## config.mk

```make
export PLATFORM = sky130hd
export DESIGN_NAME = dtc_vote_accum
export DESIGN_NICKNAME = d
export VERILOG_FILES = /design/src/rtl/dtc_vote_accum.sv
export SDC_FILE = /design/constraint.sdc
export NUM_CORES = 1
export LEC_CHECK = 0
export ABC_AREA = 1
export BUFFER_PORTS_ARGS = -buffer_cell sky130_fd_sc_hd__clkbuf_2
export CORE_MARGIN = 4
export CORE_UTILIZATION = 49
export CTS_BUF_LIST = sky130_fd_sc_hd__clkbuf_8
export DETAILED_ROUTE_END_ITERATION = 6
export PLACE_DENSITY = 0.79
export SLEW_MARGIN = 40
export SYNTH_ARGS = -nofsm -noshare
export SYNTH_HDL_FRONTEND = slang
export SYNTH_SLANG_ARGS = --single-unit
export TNS_END_PERCENT = 5
```

## constraint.sdc

```tcl
create_clock -name clk -period 1.8 [get_ports clk]
set_input_delay 0.09 -clock clk [delete_from_list [all_inputs] [get_ports clk]]
set_output_delay 0.09 -clock clk [all_outputs]
set_load 0.02 [all_outputs]
```

## src/rtl/dtc_vote_accum.sv

```systemverilog
// dtc_vote_accum: windowed per-bit majority vote over a stream of classifier words.
// Ports:
//   clk, rst_n          - clock, asynchronous active-low reset
//   clear               - synchronous flush of partial window and held result
//   in_valid/in_ready   - sample handshake, in_data carries the classifier word
//   out_valid/out_ready - result handshake, out_data = strict majority, out_tie = exact tie
module dtc_vote_accum #(
  parameter int unsigned WIDTH  = 8,
  parameter int unsigned WINDOW = 8
) (
  input  logic             clk,
  input  logic             rst_n,
  input  logic             clear,
  input  logic             in_valid,
  output logic             in_ready,
  input  logic [WIDTH-1:0] in_data,
  output logic             out_valid,
  input  logic             out_ready,
  output logic [WIDTH-1:0] out_data,
  output logic [WIDTH-1:0] out_tie
);

  localparam int unsigned CNT_W = $clog2(WINDOW + 1);
  localparam int unsigned CMP_W = CNT_W + 1;
  localparam logic [CNT_W-1:0] LAST_SAMP = CNT_W'(WINDOW - 1);
  localparam logic [CMP_W-1:0] WIN_CMP   = CMP_W'(WINDOW);

  typedef enum logic {
    ACCUM = 1'b0,
    HOLD  = 1'b1
  } state_e;

  state_e           state_q;
  state_e           state_d;
  logic [CNT_W-1:0] cnt_q      [WIDTH];
  logic [CNT_W-1:0] cnt_inc_c  [WIDTH];
  logic [CMP_W-1:0] dbl_c      [WIDTH];
  logic [CNT_W-1:0] samp_cnt_q;
  logic             accept_c;
  logic             last_c;
  logic [WIDTH-1:0] maj_c;
  logic [WIDTH-1:0] tie_c;

  // Handshake flags decode straight from the state register.
  assign in_ready  = (state_q == ACCUM);
  assign out_valid = (state_q == HOLD);

  // clear suppresses any accept in the same cycle.
  assign accept_c = in_valid & in_ready & ~clear;
  assign last_c   = accept_c & (samp_cnt_q == LAST_SAMP);

  // Post-increment counts and the doubled-count vote (one extra bit so 2*count cannot wrap).
  always_comb begin
    maj_c = '0;
    tie_c = '0;
    for (int i = 0; i < int'(WIDTH); i++) begin
      cnt_inc_c[i] = cnt_q[i] + CNT_W'(in_data[i]);
      dbl_c[i]     = {cnt_inc_c[i], 1'b0};
      maj_c[i]     = (dbl_c[i] > WIN_CMP);
      tie_c[i]     = (dbl_c[i] == WIN_CMP);
    end
  end

  // State register.
  always_ff @(posedge clk or negedge rst_n) begin
    if (!rst_n) state_q <= ACCUM;
    else        state_q <= state_d;
  end

  // Next-state logic; clear overrides every transition.
  always_comb begin
    state_d = state_q;
    if (clear) begin
      state_d = ACCUM;
    end else begin
      unique case (state_q)
        ACCUM:   if (last_c)    state_d = HOLD;
        HOLD:    if (out_ready) state_d = ACCUM;
        default: state_d = ACCUM;
      endcase
    end
  end

  // Counters and result registers; counters restart on the edge that closes a window.
  always_ff @(posedge clk or negedge rst_n) begin
    if (!rst_n) begin
      samp_cnt_q <= '0;
      out_data   <= '0;
      out_tie    <= '0;
      for (int i = 0; i < int'(WIDTH); i++) cnt_q[i] <= '0;
    end else if (clear) begin
      samp_cnt_q <= '0;
      for (int i = 0; i < int'(WIDTH); i++) cnt_q[i] <= '0;
    end else if (accept_c) begin
      if (last_c) begin
        samp_cnt_q <= '0;
        out_data   <= maj_c;
        out_tie    <= tie_c;
        for (int i = 0; i < int'(WIDTH); i++) cnt_q[i] <= '0;
      end else begin
        samp_cnt_q <= samp_cnt_q + CNT_W'(1);
        for (int i = 0; i < int'(WIDTH); i++) cnt_q[i] <= cnt_inc_c[i];
      end
    end
  end

endmodule

```

==> Word level (Yosys, flattened, before mapping) <==
Index checks and enable logic that the tools add are counted.
{ "classes": {"order_cmp": 8, "n_reduce_logical": 2, "n_bitwise": 5, "n_eq_ne": 9, "addsub": 9, "n_mux": 10} }
{ "op_table": {"columns": ["cell", "n"], "rows": [
  ["32-bit two-way mux", 3],
  ["5-bit by 4-bit greater-than comparator with 1-bit output, second input constant", 8],
  ["4-bit by 3-bit equality test with 1-bit output, second input constant", 9],
  ["4-bit by 1-bit adder with 4-bit output", 8],
  ["4-bit two-way mux", 3],
  ["4-bit by 1-bit adder with 4-bit output, second input constant", 1],
  ["1-bit AND", 3],
  ["1-bit two-way mux", 3],
  ["3-bit AND reduction", 1],
  ["1-bit inverter", 2],
  ["1-bit case mux with 2 select lines", 1],
  ["2-bit nonzero test", 1]
]} }
{ "word_totals": {"out_inout_bits": 18, "inputBits": 13, "reg_bits": 53} }

==> Logic depth before layout (Yosys ltp) <==
Gate-level depths: netlist of the first run.
{ "depth": {"ltp_word": 7, "mapped_depth": 8, "depth_no_buf": 8} }

==> Worst setup path after synthesis of the first run <==
OpenSTA, ideal clock, no wires.
{ "synth_path": {"path_type": "register to register", "from": "register state_q (netlist: out_valid)", "to": "register out_tie[5]", "slack_ns": 0.464, "arrival_time_ns": 1.219, "t_required_ns": 1.683, "n_path_buf": 1, "stages_incl_launch_ff": 8, "cell_sequence": "dfrtp_1 inv_2 nand2_2 nor2_4 nand2_2 buf_4 nand2_1 nand2_1"} }
{ "synth_between": {"elab_chain_cells": 5} }
{ "synth_lines": {"columns": ["item", "line", "rtl"], "rows": [
  ["start, declared", "33", "state_e state_q;"],
  ["start signal, assigned", "67", "else state_q <= state_d;"],
  ["1-bit inverter *", null, null],
  ["net in_ready", "15", "output logic in_ready,"],
  ["1-bit AND * (2 in a row)", "49", "assign accept_c = in_valid & in_ready & ~clear;"],
  ["1-bit AND", "50", "assign last_c = accept_c & (samp_cnt_q == LAST_SAMP);"],
  ["3-bit AND reduction (no source line) *", null, null],
  ["end signal, assigned", "98", "out_tie <= tie_c;"],
  ["end, declared", "20", "output logic [WIDTH-1:0] out_tie"]
]} }
Mark *: on every way through the listed nets, which the timed path passes. The rest lies on a longest branch.
A chain may end at the register's enable or synchronous reset.

==> Worst setup path in the final report of the first run <==
{ "layout_path": {"from": "register samp_cnt_q[0]", "to": "register cnt_q[22] in the netlist's numbering"} }
{ "layout_between": {"elab_chain_cells": 5} }
{ "layout_lines": {"columns": ["item", "line", "rtl"], "rows": [
  ["start, declared", "38", "logic [CNT_W-1:0] samp_cnt_q;"],
  ["start signal, assigned", "101", "samp_cnt_q <= samp_cnt_q + CNT_W'(1);"],
  ["4-bit by 3-bit equality test with 1-bit output", "50", null],
  ["1-bit AND", "50", null],
  ["32-bit two-way mux", "95", "if (last_c) begin"],
  ["32-bit two-way mux", "94", "end else if (accept_c) begin"],
  ["32-bit two-way mux", "91", "end else if (clear) begin"],
  ["end, declared", "35", "logic [CNT_W-1:0] cnt_q [WIDTH];"]
]} }
No other way between the ends. The select of a mux whose other input is x is not followed.

==> results of run 1 <==
-- Yosys cell counts --
cell,n
sky130_fd_sc_hd__nand2_4,1
sky130_fd_sc_hd__o21ai_1,22
sky130_fd_sc_hd__ha_1,17
sky130_fd_sc_hd__inv_4,1
sky130_fd_sc_hd__buf_6,1
sky130_fd_sc_hd__buf_4,3
sky130_fd_sc_hd__nand3_2,1
sky130_fd_sc_hd__o21ai_0,4
sky130_fd_sc_hd__nand2_1,130
sky130_fd_sc_hd__dfrtp_1,53
sky130_fd_sc_hd__nor2_4,2
sky130_fd_sc_hd__o22ai_1,8
sky130_fd_sc_hd__a22oi_2,1
sky130_fd_sc_hd__nand4_1,8
sky130_fd_sc_hd__nand2_2,3
sky130_fd_sc_hd__nor2_1,9
sky130_fd_sc_hd__inv_2,2
sky130_fd_sc_hd__buf_2,3
sky130_fd_sc_hd__nand3_1,26
sky130_fd_sc_hd__xor2_1,1
sky130_fd_sc_hd__xnor2_1,1
sky130_fd_sc_hd__inv_1,42
-- report_power, final --
group | total, mW | leakage [nW] | internal (mW) | switching [mW]
registers | 1.23 | 0.733 | 1.21 | 0.0192
logic | 0.187 | 0.887 | 0.0619 | 0.126
clock network | 0.636 | 0.0519 | 0.261 | 0.375
-- flip-flops by register name, summed over array words and instances, names as in the netlist --
| name | cells |
|---|---|
| cnt_q | 32 |
| samp_cnt_q | 4 |
| out_valid | 1 |
| out_data | 8 |
| out_tie | 8 |
-- cell families after synthesis --
kind of cell,share of synthesized area (%)
simple gates,28.0
fa+ha+maj,7.78
buf+inv,8.05
xor+xnor,0.641
compound gates,7.05
flops,48.5
-- layer usage --
metal / GRT usage, % / vias up / wire length [um]
met4: 7.19 / 0 / 129
met1: 23.6 / 1059 / 2450
met3: 3.80 / 13 / 186
li1: - / 1159 / -
met2: 31.0 / 41 / 2740
met5: 0 / - / 0
-- per-stage QoR --
step           utilization [%]  cells
3_5_place_dp              56.0    436
3_3_place_gp              56.0    436
4_1_cts                   57.9    446
6_report                  57.9    446
5_1_grt                   57.9    446
2_1_floorplan                -    339
-- worst register-to-register path, stage by stage, from the launching register on --
cell and delay [ps]:
sky130_fd_sc_hd__dfrtp_1 390, sky130_fd_sc_hd__ha_1 250, sky130_fd_sc_hd__nand3_2 130, sky130_fd_sc_hd__nand2_2 260
sky130_fd_sc_hd__buf_4 250, sky130_fd_sc_hd__o22ai_1 90
-- area by class of cell --
class / count / area (um^2) / area share (%)
multi-input combinational: 234 / 1190 / 38.9
inverter: 45 / 171 / 5.61
clock inverter: 3 / 11.3 / 0.369
timing repair buffer: 36 / 200 / 6.56
sequential: 53 / 1330 / 43.4
clock buffer: 5 / 68.8 / 2.25
tap: 70 / 87.6 / 2.87
-- final timing paths --
| path | from | end | slack (ps) | depth (start not counted) |
|---|---|---|---|---|
| max | samp_cnt_q[0] | cnt_q[22] | 330 | 5 |
| min | clear | samp_cnt_q[1] | 100 | 4 |
| max reg2reg | samp_cnt_q[0] | cnt_q[22] | 330 | 5 |
| min reg2reg | out_data[4] | out_data[4] | 490 | 2 |
| max in group asynchronous | rst_n | cnt_q[8] | 830 | 3 |
| min in group asynchronous | rst_n | cnt_q[29] | 320 | 2 |
==> Flow_metrics.wiki, run 1 <==
{| class="wikitable"
! Metric !! Value
|-
| Delay-heaviest family, CP || flip-flops
|-
| Clock transition at path regs || 90 ps
|-
| Height of the die || 82.7 um
|-
| Worst-case vdd ir drop || 0.334 mV
|-
| TritonCTS clock tree || done
|-
| Most used cells in the layout excluding fill and tap cells || sky130_fd_sc_hd__nand2_1, sky130_fd_sc_hd__dfrtp_1, sky130_fd_sc_hd__inv_1
|-
| Final hold violation count || 0
|-
| Max Fanout on Critical Path || 13
|-
| Initial DRC Count || 83
|-
| Number of global-route vias before repair || 2,278
|-
| Static leakage || 1.67 nW
|-
| Floorplan Core Area || 0.00527 mm^2
|-
| Maximum number of pins on one net before global-route repair || 29
|-
| Critical Path Sink Type || flip-flop
|-
| Worst-skew pair later-pin latency || 300 ps
|-
| Post-route cell area || 0.00305 mm^2
|-
| Layout-stage area growth over the synthesis result || 11.7%
|-
| DP Worst Slack || 346 ps
|-
| Number of instances in the synthesized netlist || 339
|-
| Critical Path, Cell by Cell || ha_1, nand3_2, nand2_2, buf_4, o22ai_1
|-
| Final count of negative-setup-slack endpoints || 0
|-
| Share of the cycle needed by the critical path after routing || 81.8%
|-
| Max Fclk || 0.679 GHz
|-
| Netlist area before placement || 0.00273 mm^2
|-
| Path type of the worst min-delay path || in -> reg
|-
| Number of antenna violations at the first check in global routing || 0
|-
| Area of the die || 0.00684 mm^2
|-
| Diodes inserted || 0
|-
| Overall power || 2.06 mW
|-
| CP Class || reg -> reg
|-
| Warnings, synthesis || 0
|-
| Sequential cell area fraction in the yosys report || 48.5%
|-
| Max Cap Violations || 0
|-
| DRC violations left || 0
|-
| Share of post-route cells with drive strength above 1 || 13.3%
|-
| Post-layout min period || 1470 ps
|-
| Average via count per standard cell || 5.09
|-
| Arrival time reported for the critical path endpoint || 1660 ps
|-
| Avg WL per Cell || 12.3 um
|-
| Setup crit start kind || flip-flop
|-
| Clock root buffer || sky130_fd_sc_hd__clkbuf_8
|-
| Routed Wire Length || 5.51 mm
|-
| Routability cong. || 0.828
|-
| Top cell type by total area after synthesis || sky130_fd_sc_hd__dfrtp_1
|-
| Initial cell density of the core || 51.9%
|-
| Number of nets at the end of the flow || 405
|-
| Synth Register Bits || 53
|-
| # fillers || 500
|-
| Synthesized area per cell || 8.06 um^2
|-
| Post-cts repair resize count || 0
|-
| Max Clock Skew || 5.47 ps
|-
| Antenna viol nets, final || 0
|-
| Data required time of the critical path || 1990 ps
|-
| Slowest CP cell || sky130_fd_sc_hd__dfrtp_1
|-
| Wire length of the first global-routing pass || 9.84 mm
|-
| Max-Slew Margin vs Limit || 59.4%
|-
| Buffers plus inverters on the worst setup path || 1
|-
| Die Width || 82.7 um
|-
| Number of nets produced by synthesis || 369
|-
| Setup repair after global routing missed its margin || no
|-
| Hold WS || 100 ps
|-
| Number of iterations in the first detailed-routing pass || 4
|-
| Port Buf Inserts || 30
|-
| Post-detailed-placement cell area || 0.00295 mm^2
|-
| Setup_tns || 0 ps
|-
| Library cells used by synthesis || 22
|-
| Area contributors post-synth || sky130_fd_sc_hd__dfrtp_1, sky130_fd_sc_hd__nand2_1, sky130_fd_sc_hd__ha_1
|-
| Sum of net half-perimeters after detailed placement || 3.99 mm
|-
| CTS Hold Bufs || 2
|-
| Number of core rows || 26
|-
| Most common cell after layout, fill and taps aside || sky130_fd_sc_hd__nand2_1
|-
| Share of Yosys cell area claimed by the top area cell type || 48.5%
|-
| DR vias || 2,272
|-
| Global-route total usage across every layer || 18.6%
|-
| Post-CTS setup buffers || 0
|-
| Num ports || 31
|-
| GRT Residual Overflow || 0
|-
| Ratio of total power to cell area || 674 mW/mm^2
|-
| Worst Setup Slack, final || 328 ps
|-
| Clock Tree Buf Depth || 2
|-
| Num CTS Buffers || 5
|-
| Peak per-stage delay on the critical path || 390 ps
|-
| Clock H-tree levels || 2
|-
| Status || finished clean
|-
| Slew Viols, Final || 0
|-
| Total clock sinks || 53
|-
| Least-Margin Pin Slew || 608 ps
|}
Power figures use the tool's default switching activity.
==> run 2, diff against run 1 <==
Settings changed: PLACE_DENSITY 0.79 to 0.81.
Clock period 1.8 ns to 1.35 ns, I/O delays scaled along.
==> run 2 against run 1 <==
Maximum frequency increased by 12%; clock-buffer cell count unchanged; clock skew is 3.4 ps higher; flip-flop and latch count unchanged; die area unchanged; final cell count is 2.9% higher; core utilization rose by 6.4 points; power is 49% higher; clock power grew 65%; critical path depth is 3 higher; highest routed layer unchanged; worst hold slack got worse by 28 ps.
==> Flow_metrics.wiki, run 2 (synthesis results as in run 1) <==
{| class="wikitable"
! Metric !! Value
|-
| Initial DRC Count || 196
|-
| Number of core rows || 26
|-
| Share of post-route cells with drive strength above 1 || 24.2%
|-
| Sum of net half-perimeters after detailed placement || 4.21 mm
|-
| DP Worst Slack || -40.2 ps
|-
| Share of the cycle needed by the critical path after routing || 97.1%
|-
| Slew Viols, Final || 0
|-
| GRT Residual Overflow || 0
|-
| Num ports || 31
|-
| Most common cell after layout, fill and taps aside || sky130_fd_sc_hd__nand2_1
|-
| R2r startpoint || cnt_q[4]
|-
| Total clock sinks || 53
|-
| Critical Path Sink Type || flip-flop
|-
| Data required time of the critical path || 1610 ps
|-
| Max Fclk || 0.763 GHz
|-
| DRC violations left || 0
|-
| Area of the die || 0.00684 mm^2
|-
| Initial cell density of the core || 51.9%
|-
| Max-Slew Margin vs Limit || 68.8%
|-
| Antenna viol nets, final || 0
|-
| Global-route total usage across every layer || 19.2%
|-
| Largest register FFs || 32
|-
| Regs by FF count || cnt_q x32, out_data x8, out_tie x8
|-
| Clock root buffer || sky130_fd_sc_hd__clkbuf_8
|-
| Register with the highest flop count || cnt_q
|-
| Last element of the critical path || out_data[6]
|-
| Clock transition at path regs || 100 ps
|-
| Max Clock Skew || 8.89 ps
|-
| Worst-skew pair later-pin latency || 310 ps
|-
| Wire length of the first global-routing pass || 9.94 mm
|-
| DR vias || 2,344
|-
| Final hold violation count || 0
|-
| Number of global-route vias before repair || 2,305
|-
| Max Cap Violations || 0
|-
| Maximum number of pins on one net before global-route repair || 29
|-
| Avg WL per Cell || 13.6 um
|-
| Ratio of total power to cell area || 902 mW/mm^2
|-
| Clock H-tree levels || 2
|-
| Port Buf Inserts || 30
|-
| Arrival time reported for the critical path endpoint || 1570 ps
|-
| Most used cells in the layout excluding fill and tap cells || sky130_fd_sc_hd__nand2_1, sky130_fd_sc_hd__dfrtp_1, sky130_fd_sc_hd__inv_1
|-
| Worst-case vdd ir drop || 0.524 mV
|-
| Path type of the worst min-delay path || in -> reg
|-
| Die Width || 82.7 um
|-
| R2r endpoint || out_data[6]
|-
| Post-detailed-placement cell area || 0.00306 mm^2
|-
| Layout-stage area growth over the synthesis result || 23.9%
|-
| Flop2flop setup slack || 40 ps
|-
| Clock Tree Buf Depth || 2
|-
| Status || finished clean
|-
| Number of iterations in the first detailed-routing pass || 4
|-
| CP Class || reg -> reg
|-
| Least-Margin Pin Slew || 468 ps
|-
| Diodes inserted || 0
|-
| Setup repair after global routing missed its margin || yes
|-
| TritonCTS clock tree || done
|-
| Worst Setup Slack, final || 39.2 ps
|-
| Floorplan Core Area || 0.00527 mm^2
|-
| Setup crit start kind || flip-flop
|-
| Num CTS Buffers || 5
|-
| Routability cong. || 0.806
|-
| Number of antenna violations at the first check in global routing || 0
|-
| Static leakage || 1.73 nW
|-
| Max Fanout on Critical Path || 3
|-
| Final count of negative-setup-slack endpoints || 0
|-
| Critical Path Start || cnt_q[4]
|-
| Number of nets at the end of the flow || 419
|-
| Setup_tns || 0 ps
|-
| Post-layout min period || 1310 ps
|-
| Routed Wire Length || 6.24 mm
|-
| Average via count per standard cell || 5.11
|-
| Height of the die || 82.7 um
|-
| Post-route cell area || 0.00339 mm^2
|-
| Number of cells on the worst reg-to-reg path || 8
|-
| # fillers || 451
|}
-- run 2: cell count changes in the layout (fill, tap and decap cells not counted), moves of 3 or more --
cell	previous run	this run
sky130_fd_sc_hd__buf_12	0	3
sky130_fd_sc_hd__buf_4	4	14
sky130_fd_sc_hd__ha_1	17	2
sky130_fd_sc_hd__ha_2	0	4
sky130_fd_sc_hd__ha_4	0	11
sky130_fd_sc_hd__inv_1	45	35
sky130_fd_sc_hd__inv_2	2	9
sky130_fd_sc_hd__nand2_1	130	125
sky130_fd_sc_hd__nand2_2	3	8
-- run 2: worst min-delay path by stage --
stage                from       endpoint  slack [ps]  cells after the start
floorplan           rst_n       cnt_q[0]        -230                      0
global placement    rst_n      cnt_q[31]          50                      1
detailed placement  rst_n      cnt_q[29]          40                      1
CTS                 clear  samp_cnt_q[1]          70                      4
global route        clear  samp_cnt_q[1]          90                      4
finish              clear  samp_cnt_q[1]          70                      4
-- run 2: power by group --
part / switching (mW) / internal, mW / total [mW]
registers: 0.0380 / 1.62 / 1.66
logic: 0.203 / 0.148 / 0.351
clock network: 0.508 / 0.540 / 1.05
total: 0.749 / 2.31 / 3.06
-- run 2: what timing repair did --
| item | 4_1_cts | 5_1_grt |
|---|---|---|
| setup buffers | 0 | 5 |
| resized for setup | 3 | 31 |
| pin swaps | 0 | 5 |
| endpoints found under the hold margin | 15 | 0 |
| hold buffers | 2 | 0 |
| endpoints found under the setup margin | 3 | 21 |
-- run 2: area by class of cell --
type,count,area (um^2),share of cell area [%]
Tap cell,70,87.6,2.58
Timing Repair Buffer,50,347,10.2
Inverter,45,171,5.06
Clock buffer,5,68.8,2.03
Multi-Input combinational cell,234,1350,39.9
Sequential cell,53,1330,39.1
Clock inverter,2,35.0,1.03
-- run 2: metal layers --
layer,global-route usage (%),wire length [um],up-vias
li1,-,-,1183
met1,23.0,2730,1105
met2,33.3,3220,46
met3,3.47,192,10
met4,9.15,100,0
met5,0,0,-
-- run 2: stage by stage --
| stage | power (mW) | hold WS [ps] | utilization [%] | cells |
|---|---|---|---|---|
| 3_3_place_gp | 1.94 | 47.0 | 58.0 | 445 |
| 2_1_floorplan | 1.83 | -228 | - | 339 |
| 4_1_cts | 3.00 | 73.2 | 60.5 | 454 |
| 6_report | 3.06 | 72.1 | 64.3 | 459 |
| 5_1_grt | 3.18 | 88.1 | 64.3 | 459 |
| 3_5_place_dp | 1.96 | 40.6 | 58.0 | 445 |
-- run 2: worst max-delay path, cell delays in order (launching register included) --
cell and delay (ps):
sky130_fd_sc_hd__dfrtp_1 440, sky130_fd_sc_hd__ha_4 200, sky130_fd_sc_hd__ha_4 260, sky130_fd_sc_hd__inv_2 30, sky130_fd_sc_hd__nand2_1 70, sky130_fd_sc_hd__nand3_1 80, sky130_fd_sc_hd__nand2_1 70, sky130_fd_sc_hd__nand2_1 50
sky130_fd_sc_hd__nand2_1 60
